<file path="config.mk">
export PLATFORM = sky130hd
export DESIGN_NAME = elevator_controller
export DESIGN_NICKNAME = d
export VERILOG_FILES = /design/src/rtl/elevator_controller.sv
export SDC_FILE = /design/constraint.sdc
export NUM_CORES = 1
export LEC_CHECK = 0
export CAP_MARGIN = 20
export CORE_ASPECT_RATIO = 0.7
export CORE_MARGIN = 5
export CORE_UTILIZATION = 38
export DETAILED_ROUTE_END_ITERATION = 16
export PLACE_DENSITY = 0.58
export SLEW_MARGIN = 30
export SYNTH_ARGS = -nofsm -noshare
export SYNTH_HDL_FRONTEND = slang
export SYNTH_SLANG_ARGS = --single-unit
</file>
<file path="constraint.sdc">
create_clock -name CLOCK_50 -period 3.1 [get_ports CLOCK_50]
set_input_delay 0.31 -clock CLOCK_50 [delete_from_list [all_inputs] [get_ports CLOCK_50]]
set_output_delay 0.31 -clock CLOCK_50 [all_outputs]
set_load 0.05 [all_outputs]
</file>
<file path="src/rtl/elevator_controller.sv">
// Four-floor elevator car controller.
// Latches call buttons, drives the hoist motor toward outstanding calls,
// holds the door open for a fixed dwell at each stop, and locks out on a
// shaft sensor fault until reset.
//
// state     | meaning
// ----------+--------------------------------------------------------
// IDLE      | car parked, choosing the next action from pending calls
// MOVE_UP   | motor_up driven, stopping at the first floor with a call
// MOVE_DOWN | motor_down driven, stopping at the first floor with a call
// DOOR      | door open for DOOR_CYCLES cycles, restarted by a call here
// FAULT     | inconsistent shaft sensors; everything off until reset
module elevator_controller #(
   parameter int DOOR_CYCLES = 100
) (
   input  logic       CLOCK_50,
   input  logic       reset,
   input  logic [3:0] floor_sensor,
   input  logic [3:0] call_req,
   output logic       motor_up,
   output logic       motor_down,
   output logic       door_open,
   output logic [1:0] current_floor,
   output logic [3:0] call_pending,
   output logic       fault
);

   localparam int CW = (DOOR_CYCLES > 2) ? $clog2(DOOR_CYCLES) : 1;
   localparam logic [CW-1:0] DOOR_LOAD = CW'(DOOR_CYCLES - 1);

   typedef enum logic [2:0] {
      IDLE      = 3'd0,
      MOVE_UP   = 3'd1,
      MOVE_DOWN = 3'd2,
      DOOR      = 3'd3,
      FAULT     = 3'd4
   } state_t;

   state_t        state, state_next;
   logic [CW-1:0] door_cnt, door_cnt_next;
   logic [3:0]    pending_next;
   logic [3:0]    calls;
   logic [3:0]    above_mask, below_mask;
   logic          sensor_valid, sensor_fault;
   logic [1:0]    sensed_floor, floor_now;
   logic          calls_above, calls_below;

   // Decode the shaft sensors: one-hot is a valid floor, several bits a fault.
   always_comb begin
      sensor_fault = (floor_sensor & (floor_sensor - 4'd1)) != 4'd0;
      sensor_valid = (floor_sensor != 4'd0) && !sensor_fault;
      sensed_floor = 2'd0;
      for (int i = 0; i < 4; i++) begin
         if (floor_sensor[i]) sensed_floor = 2'(i);
      end
   end

   // Direction masks relative to where the car is (or last was).
   // Live buttons are merged in so a call acts one cycle after it appears.
   always_comb begin
      floor_now  = sensor_valid ? sensed_floor : current_floor;
      calls      = call_pending | call_req;
      above_mask = 4'd0;
      below_mask = 4'd0;
      for (int i = 0; i < 4; i++) begin
         above_mask[i] = (i > int'(floor_now));
         below_mask[i] = (i < int'(floor_now));
      end
      calls_above = |(calls & above_mask);
      calls_below = |(calls & below_mask);
   end

   // Next-state and door dwell timer; a sensor fault overrides everything.
   always_comb begin
      state_next    = state;
      door_cnt_next = door_cnt;
      case (state)
         IDLE: begin
            if (sensor_valid && calls[sensed_floor]) begin
               state_next    = DOOR;
               door_cnt_next = DOOR_LOAD;
            end else if (calls_above) begin
               state_next = MOVE_UP;
            end else if (calls_below) begin
               state_next = MOVE_DOWN;
            end
         end
         MOVE_UP: begin
            // At floor 3 nothing lies above, so the car always stops there.
            if (sensor_valid) begin
               if (calls[sensed_floor]) begin
                  state_next    = DOOR;
                  door_cnt_next = DOOR_LOAD;
               end else if (!calls_above) begin
                  state_next = IDLE;
               end
            end
         end
         MOVE_DOWN: begin
            if (sensor_valid) begin
               if (calls[sensed_floor]) begin
                  state_next    = DOOR;
                  door_cnt_next = DOOR_LOAD;
               end else if (!calls_below) begin
                  state_next = IDLE;
               end
            end
         end
         DOOR: begin
            // A button press at this floor keeps the door open longer.
            if (call_req[current_floor]) begin
               door_cnt_next = DOOR_LOAD;
            end else if (door_cnt == '0) begin
               state_next = IDLE;
            end else begin
               door_cnt_next = door_cnt - 1'b1;
            end
         end
         FAULT: state_next = FAULT;
         default: begin
            state_next    = IDLE;
            door_cnt_next = '0;
         end
      endcase
      if (sensor_fault) begin
         state_next    = FAULT;
         door_cnt_next = '0;
      end
   end

   // Call latching: calls at the open-door floor are absorbed, and the
   // stop floor is cleared on DOOR entry even if its button is pressed.
   always_comb begin
      pending_next = call_pending | call_req;
      if (state == DOOR) pending_next[current_floor] = call_pending[current_floor];
      if (state != DOOR && state_next == DOOR) pending_next[sensed_floor] = 1'b0;
   end

   // State, timer and registered outputs.
   always_ff @(posedge CLOCK_50 or posedge reset) begin
      if (reset) begin
         state         <= IDLE;
         door_cnt      <= '0;
         current_floor <= 2'd0;
         call_pending  <= 4'd0;
         motor_up      <= 1'b0;
         motor_down    <= 1'b0;
         door_open     <= 1'b0;
         fault         <= 1'b0;
      end else begin
         state         <= state_next;
         door_cnt      <= door_cnt_next;
         call_pending  <= pending_next;
         if (sensor_valid) current_floor <= sensed_floor;
         motor_up      <= (state_next == MOVE_UP);
         motor_down    <= (state_next == MOVE_DOWN);
         door_open     <= (state_next == DOOR);
         fault         <= (state_next == FAULT);
      end
   end

endmodule

</file>
# Yosys cells after proc, flatten, opt, wreduce, memory -nomap -nowiden
# Cells that the tools add are included.
[word_totals]
ff_bits = 20
out_inout_bits = 10
elab_cells = 91
[classes]
addsub = 2
order_cmp = 10
eq_ne = 14
mux = 37
n_bitwise = 6
reduce_logical = 14
[op_table]
columns = ["cell", "count"]
rows = [
  ["7-bit 2-to-1 mux", 6],
  ["3-bit 2-to-1 mux", 12],
  ["7-bit case mux with 4 select lines", 1],
  ["3-bit case mux with 5 select lines", 1],
  ["4-bit bitwise AND", 3],
  ["3-bit by 2-bit equality test with 1-bit output, second input constant", 4],
  ["4-bit 2-to-1 mux", 2],
  ["4-bit nonzero test", 2],
  ["4-bit OR reduction", 2],
  ["7-bit logical NOT", 1],
  ["7-bit by 1-bit subtractor with 7-bit output, second input constant", 1],
  ["1-bit binary-select mux with 2-bit select", 3],
  ["3-bit by 1-bit equality test with 1-bit output, second input constant", 2],
  ["3-bit equality test, second input constant", 2],
  ["2-bit by 3-bit less-than comparator with 1-bit output, second input constant", 2],
  ["1-bit 2-to-1 mux", 6],
  ["2-bit 2-to-1 mux", 3],
  ["3-bit by 1-bit inequality test with 1-bit output, second input constant", 2],
  ["1-bit logical AND", 5],
  ["5-bit AND reduction", 1],
  ["4-bit by 3-bit bitwise AND with 4-bit output", 1],
  ["4-bit bitwise mux", 1],
  ["1-bit demux with 2-bit select", 2],
  ["2-bit by 1-bit >= comparator with 1-bit output, second input constant", 2],
  ["other kinds (14)", 16],
]

# Logic depth before layout (Yosys ltp)
# Gate-level depths: netlist (run 1).
[logic_depth]
ltp_word = 17
depth_mapped = 9
ltp_nobuf = 8

# Least setup slack after synthesis (run 1)
# No wires, ideal clock.
[synth_timing]
path_type = "register to register"
start = "reg current_floor[0]"
end = "reg door_cnt[1]"
setup_ps = 122
arrival_ps = 2412
required_time_ps = 2978
slack_ps = 567
stages_incl_launch_ff = 10
synth_period_minus_slack_ps = 2533
cell_sequence = "dfrtp_1 > buf_6 > mux4_2 > or2_4 > nor2_4 > a21oi_1 > a21o_1 > and2_4 > buf_6 > a32o_1"
[synth_via]
elab_chain_cells = 5
word_cells_on_any_way = 7
[synth_rtl]
columns = ["element", "line", "text"]
rows = [
  ["from (decl)", "23", "output logic [1:0] current_floor,"],
  ["from (signal assigned)", "154", "if (sensor_valid) current_floor <= sensed_floor;"],
  ["1-bit binary-select mux with 2-bit select *", "111", "if (call_req[current_floor]) begin"],
  ["1-bit 2-to-1 mux (implied by the code) *", "111", ""],
  ["7-bit 2-to-1 mux", "111", ""],
  ["7-bit case mux with 4 select lines", "77", "case (state)"],
  ["7-bit 2-to-1 mux", "125", "if (sensor_fault) begin"],
  ["to (signal assigned)", "152", "door_cnt <= door_cnt_next;"],
  ["to (decl)", "40", "logic [CW-1:0] door_cnt, door_cnt_next;"],
]
# Mark *: on every way between the ends. The rest lies on a longest branch, timed or not. The select of a mux whose other input is x is not followed.
# A chain may end at the register's enable or synchronous reset.

# Final worst setup path (run 1)
[layout_timing]
start = "in floor_sensor[2]"
end = "reg door_cnt[5]"
[layout_via]
elab_chain_cells = 8
word_cells_on_any_way = 18
[layout_rtl]
columns = ["element", "line", "text"]
rows = [
  ["from (decl)", "18", "input logic [3:0] floor_sensor,"],
  ["4-bit by 1-bit subtractor with 4-bit output", "50", "sensor_fault = (floor_sensor & (floor_sensor - 4'd1)) != 4'd0;"],
  ["4-bit bitwise AND", "50", ""],
  ["4-bit nonzero test", "50", ""],
  ["1-bit logical NOT", "51", "sensor_valid = (floor_sensor != 4'd0) && !sensor_fault;"],
  ["1-bit logical AND", "51", ""],
  ["1-bit logical AND", "79", "if (sensor_valid && calls[sensed_floor]) begin"],
  ["3-bit inequality test (no source line)", "--", ""],
  ["5-bit AND reduction (no source line)", "--", ""],
]
# Parallel ways exist; a longest one is shown, timed or not. The select of a mux whose other input is x is not followed.

==> flow_summary.json, run 1 <==
{
  "status": "finished, final reports clean",
  "grt_max_degree": 21,
  "floorplan.die_area_um2": 5340,
  "crit_fanout": 12,
  "fin_nets": 207,
  "drc_errors": 0,
  "ios": 20,
  "ys_seq_area_frac": 0.333,
  "post-place-ws_ns": 0.299,
  "clk_latency_ns": 0.26,
  "vias_per_cell": 5.79,
  "arrival_ns": 2.68,
  "cts-buffers-inserted": 3,
  "io_buffers": 19,
  "multiInputGateArea_um2": 913,
  "startpoint_type": "primary input",
  "antenna_left": 0,
  "setup_tns_ns": 0,
  "drive_gt1_frac": 0.160,
  "crit_slowest_cell": "clkdlybuf4s50_1",
  "drt_iter0_markers": 83,
  "cts.htree.levels": 1,
  "dpl.hpwl_um": 3050,
  "period_minus_slack_ns": 2.53,
  "antenna_found_initial": 0,
  "drv_slew": 0,
  "fin_crit_sh": 0.815,
  "synthArstFlopShare": 1.00,
  "path_buf_inv": 2,
  "final-setup-viol-count": 0,
  "cts_hold_buf": 0,
  "grt_pass1_wl_um": 6980,
  "dp_cells": 242,
  "fin_ws_ns": 0.573,
  "synth-seq-cells": 20,
  "vias": 1425,
  "clock_path_buffers": 2,
  "diodes": 0,
  "fmax_mhz": 396,
  "synthFlopType": "dfrtp_1",
  "final-seq-area_um2": 500,
  "syn-num-nets": 186,
  "n_fill_cell": 369,
  "worstSetupEndpointType": "flip-flop",
  "clk_pin_slew_worst_paths_ns": 0.07,
  "ys_types": 59,
  "crit_type": "primary input to flip-flop",
  "holdWs_ns": 0.478,
  "yosysWarnings": 0,
  "die_x_um": 85.2,
  "worst_slew_pin_slew_ns": 0.750,
  "peakVddDrop_mv": 0.146,
  "initial_utilization": 0.388,
  "synth_edf_count": 0,
  "met3_wirelength_um": 326,
  "first_global_vias": 1394,
  "syn2layout_area_growth_pct": 18.8,
  "hold_viol_final": 0,
  "wirelength_um": 3990,
  "grt_overflow": 0,
  "fin_cells": 246,
  "syn-instance-count": 174,
  "cellPowerDensity_nw_per_um2": 344,
  "dieHeight_um": 62.7,
  "post_cts_resized": 0,
  "postCtsSetupBuffers": 0,
  "leakagePower_uw": 0.000711,
  "cts_root_buf": "clkbuf_8",
  "cts_tree": "done",
  "met1Wirelength_um": 1940,
  "top_layer": "met4",
  "fin_skew_ns": 0.00494,
  "wl_per_cell_um": 16.2,
  "drv_cap": 0,
  "syn_area_um2": 1510,
  "cp_top_family": "compound AO/OA/AOI/OAI gates",
  "syn_area_per_cell_um2": 8.65,
  "path_cells": "clkdlybuf4s50_1, buf_4, nor4b_4, a21o_1, o211ai_2, o311ai_2, o21ai_1, and3_1, a31o_1",
  "rows": 19,
  "grt_usage": 0.163,
  "slew_headroom": 0.500,
  "wl_met2_um": 1680,
  "min_path_type": "primary input to async pin",
  "fp.coreArea_um2": 3870,
  "rsz0062_at_grt": "false",
  "firstDrtPassIters": 4,
  "gp_congestion": 0.904,
  "final_core_util": 0.461,
  "max_stage_delay_ns": 0.59,
  "clock-sinks": 20,
  "cp.required_ns": 3.25
}
## sequential cells by signal, indices dropped and copies added (netlist names)
signal         count
door_open          1
call_pending       4
motor_up           1
door_cnt           7
fault              1
motor_down         1
current_floor      2
state              3
## power breakdown
group / internal (uW) / switching [uW] / total (uW)
clock: 113 / 86.4 / 200
combinational: 58.5 / 85.6 / 144
sequential: 264 / 7.55 / 272
total: 436 / 180 / 615
## kinds of logic after synthesis
| logic type | after synthesis | synth area share |
|---|---|---|
| adder cells (fa/ha/maj) | 3 | 0.0233 |
| flip-flops | 20 | 0.333 |
| buffers and inverters | 14 | 0.0607 |
| multiplexers | 1 | 0.0150 |
| XOR/XNOR | 1 | 0.00582 |
| AO/OA/AOI/OAI | 50 | 0.239 |
| AND/OR/NAND/NOR | 85 | 0.324 |
## cells in the mapped netlist, types with 3 or more instances
library cell / count / area share
buf_6: 3 / 0.022
a31oi_1: 4 / 0.017
nand2_1: 22 / 0.055
dfrtp_1: 20 / 0.33
nor3_1: 6 / 0.020
or3_1: 3 / 0.012
nor3b_1: 3 / 0.015
a21oi_1: 10 / 0.033
inv_1: 5 / 0.012
nand3_1: 5 / 0.017
a21o_1: 3 / 0.015
o31ai_1: 3 / 0.015
nor2_1: 20 / 0.050
o21ai_0: 9 / 0.030
## cell usage in the layout (no fill, tap or decap), types with 2 or more instances in the layout
master / n
nand2_1: 22
nor2_1: 20
dfrtp_1: 20
clkdlybuf4s50_1: 19
a21oi_1: 10
o21ai_0: 9
nor3_1: 6
buf_4: 6
inv_1: 5
nand3_1: 5
a31oi_1: 4
clkbuf_8: 4
a21o_1: 3
or3_1: 3
nor3b_1: 3
o31ai_1: 3
and2b_2: 2
nor2b_1: 2
and2_1: 2
o211ai_1: 2
nand3b_1: 2
o221ai_1: 2
and2_2: 2
nand2b_1: 2
a32o_1: 2
o21ai_1: 2
ha_1: 2
## path summary, 6_finish.rpt
path | from | end | slack, ns | cells after the start
worst max-delay path | floor_sensor[2] | door_cnt[5]$_DFFE_PP0P_ | 0.57 | 9
worst min-delay path | reset | door_cnt[3]$_DFFE_PP0P_ | 0.48 | 2
worst max register to register | call_pending[0]$_DFF_PP0_ | door_cnt[0]$_DFFE_PP0P_ | 0.77 | 7
worst min register to register | door_cnt[3]$_DFFE_PP0P_ | door_cnt[3]$_DFFE_PP0P_ | 0.55 | 2
max in group asynchronous | reset | door_cnt[4]$_DFFE_PP0P_ | 2.15 | 2
min in group CLOCK_50 | door_cnt[3]$_DFFE_PP0P_ | door_cnt[3]$_DFFE_PP0P_ | 0.55 | 2
## routing by layer
metal  GRT usage  vias to the layer above
li1            -                      672
met1       0.242                      682
met2       0.225                       66
met3      0.0448                        5
met4      0.0514                        0
met5           0                        -
## cell type report
class	instances	share of cell area
inverters	5	0.0105
clock buffers	4	0.0308
repair buffers	25	0.132
flip-flops and latches	20	0.280
well taps	52	0.0364
multi-input cells	140	0.511
## stage by stage
stage,cell area [um^2],power [uW]
2_1_floorplan,1510,375
3_3_place_gp,1730,417
3_5_place_dp,1730,418
4_1_cts,1790,628
5_1_grt,1790,653
6_report,1790,615
Note: power is estimated with default switching activity, not from simulation.
==> run 2, diff against run 1 <==
--- a/config.mk
+++ b/config.mk
@@ -10,7 +10,7 @@
 export CORE_MARGIN = 5
 export CORE_UTILIZATION = 38
 export DETAILED_ROUTE_END_ITERATION = 16
-export PLACE_DENSITY = 0.58
+export PLACE_DENSITY = 0.6
 export SLEW_MARGIN = 30
 export SYNTH_ARGS = -nofsm -noshare
 export SYNTH_HDL_FRONTEND = slang
==> constraint.sdc (replaced) <==
create_clock -name CLOCK_50 -period 2.2 [get_ports CLOCK_50]
set_input_delay 0.22 -clock CLOCK_50 [delete_from_list [all_inputs] [get_ports CLOCK_50]]
set_output_delay 0.22 -clock CLOCK_50 [all_outputs]
set_load 0.05 [all_outputs]
==> flow_summary.json, run 2 (same netlist as run 1, synthesis figures left out) <==
{
  "peakVddDrop_mv": 0.273,
  "initial_utilization": 0.388,
  "use_met3": 0.0408,
  "drv_slew": 0,
  "first_global_vias": 1357,
  "dpl.hpwl_um": 3130,
  "p_total_uw": 878,
  "holdWs_ns": 0.399,
  "path_buf_inv": 1,
  "fin_crit_sh": 1.01,
  "grt_usage": 0.157,
  "floorplan.die_area_um2": 5340,
  "crit_fanout": 6,
  "min_path_type": "primary input to async pin",
  "leakagePower_uw": 0.000872,
  "grt_use_met2": 0.207,
  "vias": 1513,
  "cp_top_family": "simple AND/OR/NAND/NOR gates",
  "fp.coreArea_um2": 3870,
  "status": "complete, but fails checks",
  "hold_viol_final": 0,
  "fin_ws_ns": -0.0245,
  "cp.required_ns": 2.34,
  "period_minus_slack_ns": 2.22,
  "violations": "negative setup slack",
  "crit_slowest_cell": "clkdlybuf4s50_1",
  "largest_register_ffs": 7,
  "use_met1": 0.256,
  "syn2layout_area_growth_pct": 36.4,
  "gp_congestion": 0.939,
  "drt_iter0_markers": 160,
  "rrSetupSlack_ns": -0.01,
  "wl_per_cell_um": 15.0,
  "reg2reg_depth": 7,
  "clk_pin_slew_worst_paths_ns": 0.07,
  "fin_skew_ns": 0.00185,
  "final_cell_mix": "buf_4, nand2_1, nor2_1, dfrtp_1, clkdlybuf4s50_1",
  "firstDrtPassIters": 4,
  "io_buffers": 19,
  "die_x_um": 85.2,
  "clock_path_buffers": 2,
  "vias_per_cell": 5.52,
  "cts_root_buf": "clkbuf_8",
  "slew_headroom": 0.505,
  "arrival_ns": 2.37,
  "worstSetupEndpointType": "flip-flop",
  "rsz0062_at_grt": "true",
  "r2r_end": "door_cnt[0]$_DFFE_PP0P_",
  "wirelength_um": 4120,
  "largest_registers": "door_cnt x7, call_pending x4, state x3",
  "path_cells": "clkdlybuf4s50_1, and2b_2, o21ai_0, nand3_1, a32oi_1, or3b_4, a32o_1",
  "rows": 19,
  "clock-sinks": 20,
  "clk_latency_ns": 0.25,
  "fin_nets": 235,
  "antenna_left": 0,
  "crit_type": "primary input to flip-flop",
  "cts.htree.levels": 1,
  "layout_commonest_cell": "buf_4",
  "grt_overflow": 0,
  "ios": 20,
  "r2r-start": "call_pending[0]$_DFF_PP0_",
  "dieHeight_um": 62.7,
  "busiest_layer": "met1",
  "drv_cap": 0,
  "grt_pass1_wl_um": 6820,
  "cts_hold_buf": 0,
  "grt_max_degree": 21,
  "startpoint_type": "primary input",
  "final-setup-viol-count": 4,
  "fmax_mhz": 450,
  "top_register": "door_cnt",
  "drive_gt1_frac": 0.311,
  "drc_errors": 0,
  "antenna_found_initial": 0,
  "max_stage_delay_ns": 0.49,
  "cts-buffers-inserted": 3,
  "worst_slew_pin_slew_ns": 0.742,
  "cellPowerDensity_nw_per_um2": 428,
  "diodes": 0,
  "cts_tree": "done"
}
## run 2: changes by cell type in the layout (fill, tap and decap cells not counted), moves of 2 or more
| cell | before | now |
|---|---|---|
| buf_4 | 6 | 31 |
| dfrtp_1 | 20 | 16 |
| dfrtp_2 | 0 | 4 |
| dlymetal6s2s_1 | 0 | 2 |
| dlygate4sd2_1 | 0 | 3 |
| clkdlybuf4s50_1 | 19 | 14 |
## run 2: layer usage
| layer | wire [um] | part of all wire |
|---|---|---|
| met4 | 4 | 0.00097 |
| met2 | 1710 | 0.42 |
| met1 | 2090 | 0.51 |
| met3 | 313 | 0.076 |
| met5 | 0 | 0 |
## run 2: what timing repair did
item | CTS | global route
buffers inserted | 0 | 1
gates cloned | 0 | 2
endpoints found under the hold margin | 0 | 0
resized for setup | 3 | 13
pin swaps | 1 | 7
setup endpoints to repair | 11 | 15
## run 2: layout make-up
| class | count | area, um^2 |
|---|---|---|
| clock buffers | 4 | 45.0 |
| fillers | 355 | 1820 |
| inverters | 5 | 18.8 |
| multi-input cells | 142 | 983 |
| well taps | 52 | 65.1 |
| repair buffers | 51 | 435 |
| flip-flops and latches | 20 | 505 |
## run 2: power breakdown
group / internal, uW / switching [uW]
Sequential: 373 / 7.12
Clock: 129 / 111
Combinational: 120 / 137
## run 2: worst max-delay path by stage
stage	from	endpoint	slack, ns	cells past startpoint
finish	floor_sensor[1]	door_cnt[0]$_DFFE_PP0P_	-0.02	7
floorplan	current_floor[0]$_DFF_PP0_	door_cnt[1]$_DFFE_PP0P_	-0.19	9
CTS	call_req[1]	door_cnt[0]$_DFFE_PP0P_	-0.02	8
global placement	call_req[0]	call_pending[1]$_DFF_PP0_	-0.32	8
global route	call_pending[0]$_DFF_PP0_	door_cnt[0]$_DFFE_PP0P_	-0.07	7
detailed placement	call_req[0]	door_cnt[0]$_DFFE_PP0P_	-0.33	8
## run 2: metrics by stage
| stage | setup TNS [ns] | instance area, um^2 | util | setup WS [ns] | instances |
|---|---|---|---|---|---|
| after floorplan | -1.02 | 1520 | - | -0.194 | 174 |
| after global placement | -3.98 | 1930 | 0.499 | -0.322 | 267 |
| after detailed placement | -4.21 | 1930 | 0.499 | -0.330 | 267 |
| after CTS | -0.0429 | 1970 | 0.509 | -0.0184 | 271 |
| after global routing | -0.308 | 2050 | 0.530 | -0.0746 | 274 |
| final | -0.0539 | 2050 | 0.530 | -0.0245 | 274 |
==> RTL edit 1, RTL diff (config.mk and constraints of run 1) <==
Encoding of `state_t`: now one-hot (5 bits for 5 states).
--- a/src/rtl/elevator_controller.sv
+++ b/src/rtl/elevator_controller.sv
@@ -30,8 +30,8 @@
 
-   typedef enum logic [2:0] {
-      IDLE      = 3'd0,
-      MOVE_UP   = 3'd1,
-      MOVE_DOWN = 3'd2,
-      DOOR      = 3'd3,
-      FAULT     = 3'd4
+   typedef enum logic [4:0] {
+      IDLE      = 5'b00001,
+      MOVE_UP   = 5'b00010,
+      MOVE_DOWN = 5'b00100,
+      DOOR      = 5'b01000,
+      FAULT     = 5'b10000
    } state_t;
Behaviour: no difference found for any inputs over 10 cycles, from zero or initial values and one cycle with reset high; not proved beyond that.
==> RTL edit 1 against run 1 <==
Synthesized cell count is 0.57% lower; non-clock buffer count stayed put; sequential power is 13% higher; synthesized area is 2.7% lower; critical path depth is 2 lower; design area is 0.49% higher; via count is 2.6% lower; wire length is 3.8% lower; total power is 18% higher; sequential cell count is 2 higher; worst setup slack worse by 63 ps; highest routed layer is now met3.
==> RTL edit 1: results (changes against run 1) <==
\begin{tabular}{lr}
\hline
Metric & Value \\
\hline
\multicolumn{2}{l}{\textbf{Status}} \\
Outcome & complete, no violations \\
\multicolumn{2}{l}{\textbf{Pwr}} \\
Worst-case vdd ir drop & 0.000189 V (+30\%) \\
Leak pwr & 0.761 nW (+7.0\%) \\
\multicolumn{2}{l}{\textbf{Placement}} \\
Gpl congestion & 0.913 (+0.94\%) \\
Cell area reported after detailed placement & 1730 µm² (-0.43\%) \\
Final HPWL DP & 3020 µm (-1.2\%) \\
DP Cell Count & 241 (-0.41\%) \\
\multicolumn{2}{l}{\textbf{Finish}} \\
Registers with the most flip-flops & door\_cnt x7, state x5, call\_pending x4 \\
Area taken by multi-input logic gates & 838 µm² (-8.2\%) \\
Final-stage net count & 208 (+0.48\%) \\
Proportion of layout cells with a drive suffix above 1 & 8.72\% (-7.3 points) \\
Count of fill cells added during filler insertion & 359 (-2.7\%) \\
\multicolumn{2}{l}{\textbf{Detailed routing}} \\
Routed length per instance & 15.7 µm (-3.4\%) \\
Iteration-0 DRC Markers & 145 (+75\%) \\
Number of detailed-routing iterations run before antenna repair & 4 (unchanged) \\
Post-DR vias/cell & 5.67 (-2.2\%) \\
Vias & 1388 (-2.6\%) \\
\multicolumn{2}{l}{\textbf{Worst setup path}} \\
Arr. time, crit path & 2750 ps (+70 ps) \\
Peak per-stage delay on the critical path & 570 ps (-20 ps) \\
Reg-to-reg setup timing slack & 510 ps (-260 ps) \\
Slowest cell on crit path & sky130\_fd\_sc\_hd\_\_dfstp\_2 \\
Kind of cell adding the most delay to the critical path & simple AND/OR/NAND/NOR gates \\
CP Max Fanout & 8 (-4) \\
\multicolumn{2}{l}{\textbf{Timing}} \\
Worst rel slew slack & 46.6\% (-3.4 points) \\
Maximum clock skew at final layout & 8.60 ps (+3.66 ps) \\
\multicolumn{2}{l}{\textbf{Synth}} \\
Top cells by instance count after synthesis & sky130\_fd\_sc\_hd\_\_dfrtp\_1 (21), sky130\_fd\_sc\_hd\_\_nor2\_1 (21), sky130\_fd\_sc\_hd\_\_a21oi\_1 (17) \\
Number of library cell types mapped by synthesis & 53 (-10\%) \\
Area contributors post-synth & sky130\_fd\_sc\_hd\_\_dfrtp\_1 (36\%), sky130\_fd\_sc\_hd\_\_a21oi\_1 (5.8\%), sky130\_fd\_sc\_hd\_\_nor2\_1 (5.4\%) \\
Register area share after synthesis & 37.7\% (+4.4 points) \\
Total nets after synthesis & 185 (-0.54\%) \\
Mean instance size in the synthesized netlist & 8.47 µm² (-2.1\%) \\
\multicolumn{2}{l}{\textbf{Global routing}} \\
First-pass GRT wire length & 6600 µm (-5.4\%) \\
Number of global-route vias before repair & 1367 (-1.9\%) \\
Global router's overall resource usage & 16.1\% (-0.23 points) \\
Maximum number of pins on one net before global-route repair & 23 (+9.5\%) \\
\multicolumn{2}{l}{\textbf{CTS}} \\
Clock transition at the registers of the reported paths & 90 ps (+20 ps) \\
\hline
\end{tabular}
[RTL edit 1: path summary, 6_finish.rpt]
| path | end | cells after the start | from |
|---|---|---|---|
| worst max-delay path | door_cnt[5] | 7 | state[0] |
| worst max register to register | door_cnt[5] | 7 | state[0] |
| worst min-delay path | motor_up | 2 | reset |
| min in group CLOCK_50 | door_cnt[6] | 1 | door_cnt[6] |
| max in group asynchronous | call_pending[1] | 2 | reset |
| worst min register to register | door_cnt[6] | 1 | door_cnt[6] |
[RTL edit 1: stage by stage]
stage               hold slack (ps)  setup WS, ps
floorplan                       298           422
global placement                511           309
detailed placement              514           229
CTS                             535           532
global route                    459           321
finish                          400           510
[RTL edit 1: kinds of logic after synthesis]
family                     synth area share, %
muxes                                     2.99
and+or+nand+nor                           23.9
DFF                                       37.7
xor gates and xnor gates                  1.79
adders and majority gates                 2.39
buffers and inverters                     5.12
AOI/OAI and AO/OA                         26.1
[RTL edit 1: area by class of cell]
cell class	count	area share, %
Multi-Input combinational cell	134	46.7
Sequential cell	22	30.7
Timing Repair Buffer	25	13.1
Tap cell	50	3.48
Clock buffer	3	2.30
Inverter	10	2.09
Clock inverter	1	1.67
[RTL edit 1: power breakdown]
group	internal [W]	leakage (nW)	switching [W]	total [W]
registers	0.000295	0.262	0.0000115	0.000306
clock network	0.000173	0.0357	0.000102	0.000274
logic	0.0000593	0.463	0.0000881	0.000147
[RTL edit 1: metal layers]
| layer | track usage, % | share of wire, % | vias up |
|---|---|---|---|
| met5 | 0 | 0 | - |
| met4 | 2.75 | 0 | 0 |
| met3 | 4.74 | 5.7 | 0 |
| met2 | 24.2 | 42 | 33 |
| met1 | 23.3 | 52 | 674 |
| li1 | - | - | 681 |
==> RTL edit 2, RTL diff (config.mk and constraints of run 1) <==
Without the edit above. Change the parameter `DOOR_CYCLES` from 100 to 50.
--- a/src/rtl/elevator_controller.sv
+++ b/src/rtl/elevator_controller.sv
@@ -13,3 +13,3 @@
 module elevator_controller #(
-   parameter int DOOR_CYCLES = 100
+   parameter int DOOR_CYCLES = 50
 ) (
Function: no difference found for any inputs over 10 cycles, from zero or initial values and one cycle with reset high; that may be too few to reach the edited logic, so the function may still have changed.
==> RTL edit 2 against run 1 <==
Via count decreased by 12%; design area is 11% lower; wire length down 21%; critical path depth increased by 1; sequential cell count decreased by 1; synthesized area shrank 15%; total power down 11%; clock power is 16% lower; worst setup slack got worse by 89 ps; critical path type unchanged; critical endpoint is now call_pending[1]; largest cell class unchanged.
==> RTL edit 2: results (changes against run 1) <==
\begin{tabular}{lr}
\hline
Metric & Value \\
\hline
\multicolumn{2}{l}{\textbf{Status}} \\
Outcome & complete, no violations \\
\multicolumn{2}{l}{\textbf{Global routing}} \\
Number of global-route vias before repair & 1050 (-25\%) \\
Maximum number of pins on one net before global-route repair & 20 (-4.8\%) \\
Met2 usage & 18.5\% (-3.9 points) \\
Fraction of met3 tracks used by global routing & 5.96\% (+1.5 points) \\
Global router's overall resource usage & 14.2\% (-2.1 points) \\
First-pass GRT wire length & 5170 µm (-26\%) \\
\multicolumn{2}{l}{\textbf{Worst setup path}} \\
Slowest cell on crit path & sky130\_fd\_sc\_hd\_\_clkdlybuf4s50\_1 \\
Reg-to-reg setup timing slack & 640 ps (-130 ps) \\
Reg-to-reg endpoint & door\_cnt[4] \\
Arr. time, crit path & 2730 ps (+50 ps) \\
Startpoint of the lowest-slack register-to-register path & current\_floor[1] \\
CP Max Fanout & 10 (-2) \\
\multicolumn{2}{l}{\textbf{Synth}} \\
Adder-cell share of the synthesized area & 1.75\% (-0.58 points) \\
Total nets after synthesis & 162 (-13\%) \\
Number of library cell types mapped by synthesis & 47 (-20\%) \\
Top cells by instance count after synthesis & sky130\_fd\_sc\_hd\_\_dfrtp\_1 (19), sky130\_fd\_sc\_hd\_\_nor2\_1 (16), sky130\_fd\_sc\_hd\_\_nand2\_1 (14) \\
Synthesized netlist cell count & 151 (-13\%) \\
Post-Synth XOR/XNOR Area & 0.681\% (+0.099 points) \\
Multiplexer share of the synthesized area & 2.63\% (+1.1 points) \\
Register area share after synthesis & 37.0\% (+3.7 points) \\
Compound-gate portion of the synthesized area & 28.5\% (+4.6 points) \\
\multicolumn{2}{l}{\textbf{Placement}} \\
Cell area reported after detailed placement & 1540 µm² (-11\%) \\
Gpl congestion & 0.834 (-7.8\%) \\
Final HPWL DP & 2410 µm (-21\%) \\
Pre-CTS setup slack & 235 ps (-63.6 ps) \\
\multicolumn{2}{l}{\textbf{Finish}} \\
Final-stage net count & 184 (-11\%) \\
Count of fill cells added during filler insertion & 300 (-19\%) \\
Registers with the most flip-flops & door\_cnt x6, call\_pending x4, state x3 \\
Proportion of layout cells with a drive suffix above 1 & 12.8\% (-3.2 points) \\
Layout area overhead & 23.2\% \\
Diode insertion count for antenna repair & 0 (unchanged) \\
Non-filler instance count after layout & 219 (-11\%) \\
\multicolumn{2}{l}{\textbf{Detailed routing}} \\
Number of detailed-routing iterations run before antenna repair & 5 (+1) \\
Post-Route WL & 3150 µm (-21\%) \\
Iteration-0 DRC Markers & 148 (+78\%) \\
\multicolumn{2}{l}{\textbf{CTS}} \\
Number of buffers created by CTS & 3 (unchanged) \\
\multicolumn{2}{l}{\textbf{Timing}} \\
Maximum clock skew at final layout & 1.22 ps (-3.71 ps) \\
Worst rel slew slack & 52.8\% (+2.9 points) \\
Worst hold-check slack & 465 ps (-12.7 ps) \\
\multicolumn{2}{l}{\textbf{Pwr}} \\
Worst-case vdd ir drop & 0.000172 V (+18\%) \\
Leak pwr & 0.628 nW (-12\%) \\
\hline
\end{tabular}
-- RTL edit 2: area by class of cell --
| type | count | area share, % |
|---|---|---|
| Timing Repair Buffer | 25 | 14.8 |
| Sequential cell | 19 | 30.0 |
| Inverter | 7 | 1.66 |
| Multi-Input combinational cell | 117 | 46.9 |
| Tap cell | 47 | 3.71 |
| Clock buffer | 4 | 2.84 |
-- RTL edit 2: worst max path at each step --
stage	slack, ps	depth (start not counted)	end
floorplan	400	8	door_cnt[4]
CTS	490	10	call_pending[1]
global route	240	9	call_pending[1]
detailed placement	240	10	call_pending[1]
global placement	300	10	call_pending[1]
finish	480	10	call_pending[1]
-- RTL edit 2: per-layer routing --
layer	share of wire (%)	wire, µm
met5	0	0
met4	0.38	12
met3	12	382
met2	40	1250
met1	48	1500
-- RTL edit 2: power by group --
group | internal (W) | switching [W] | leakage, nW
Clock | 0.0000913 | 0.0000773 | 0.0228
Sequential | 0.000251 | 0.00000880 | 0.227
Combinational | 0.0000479 | 0.0000717 | 0.379
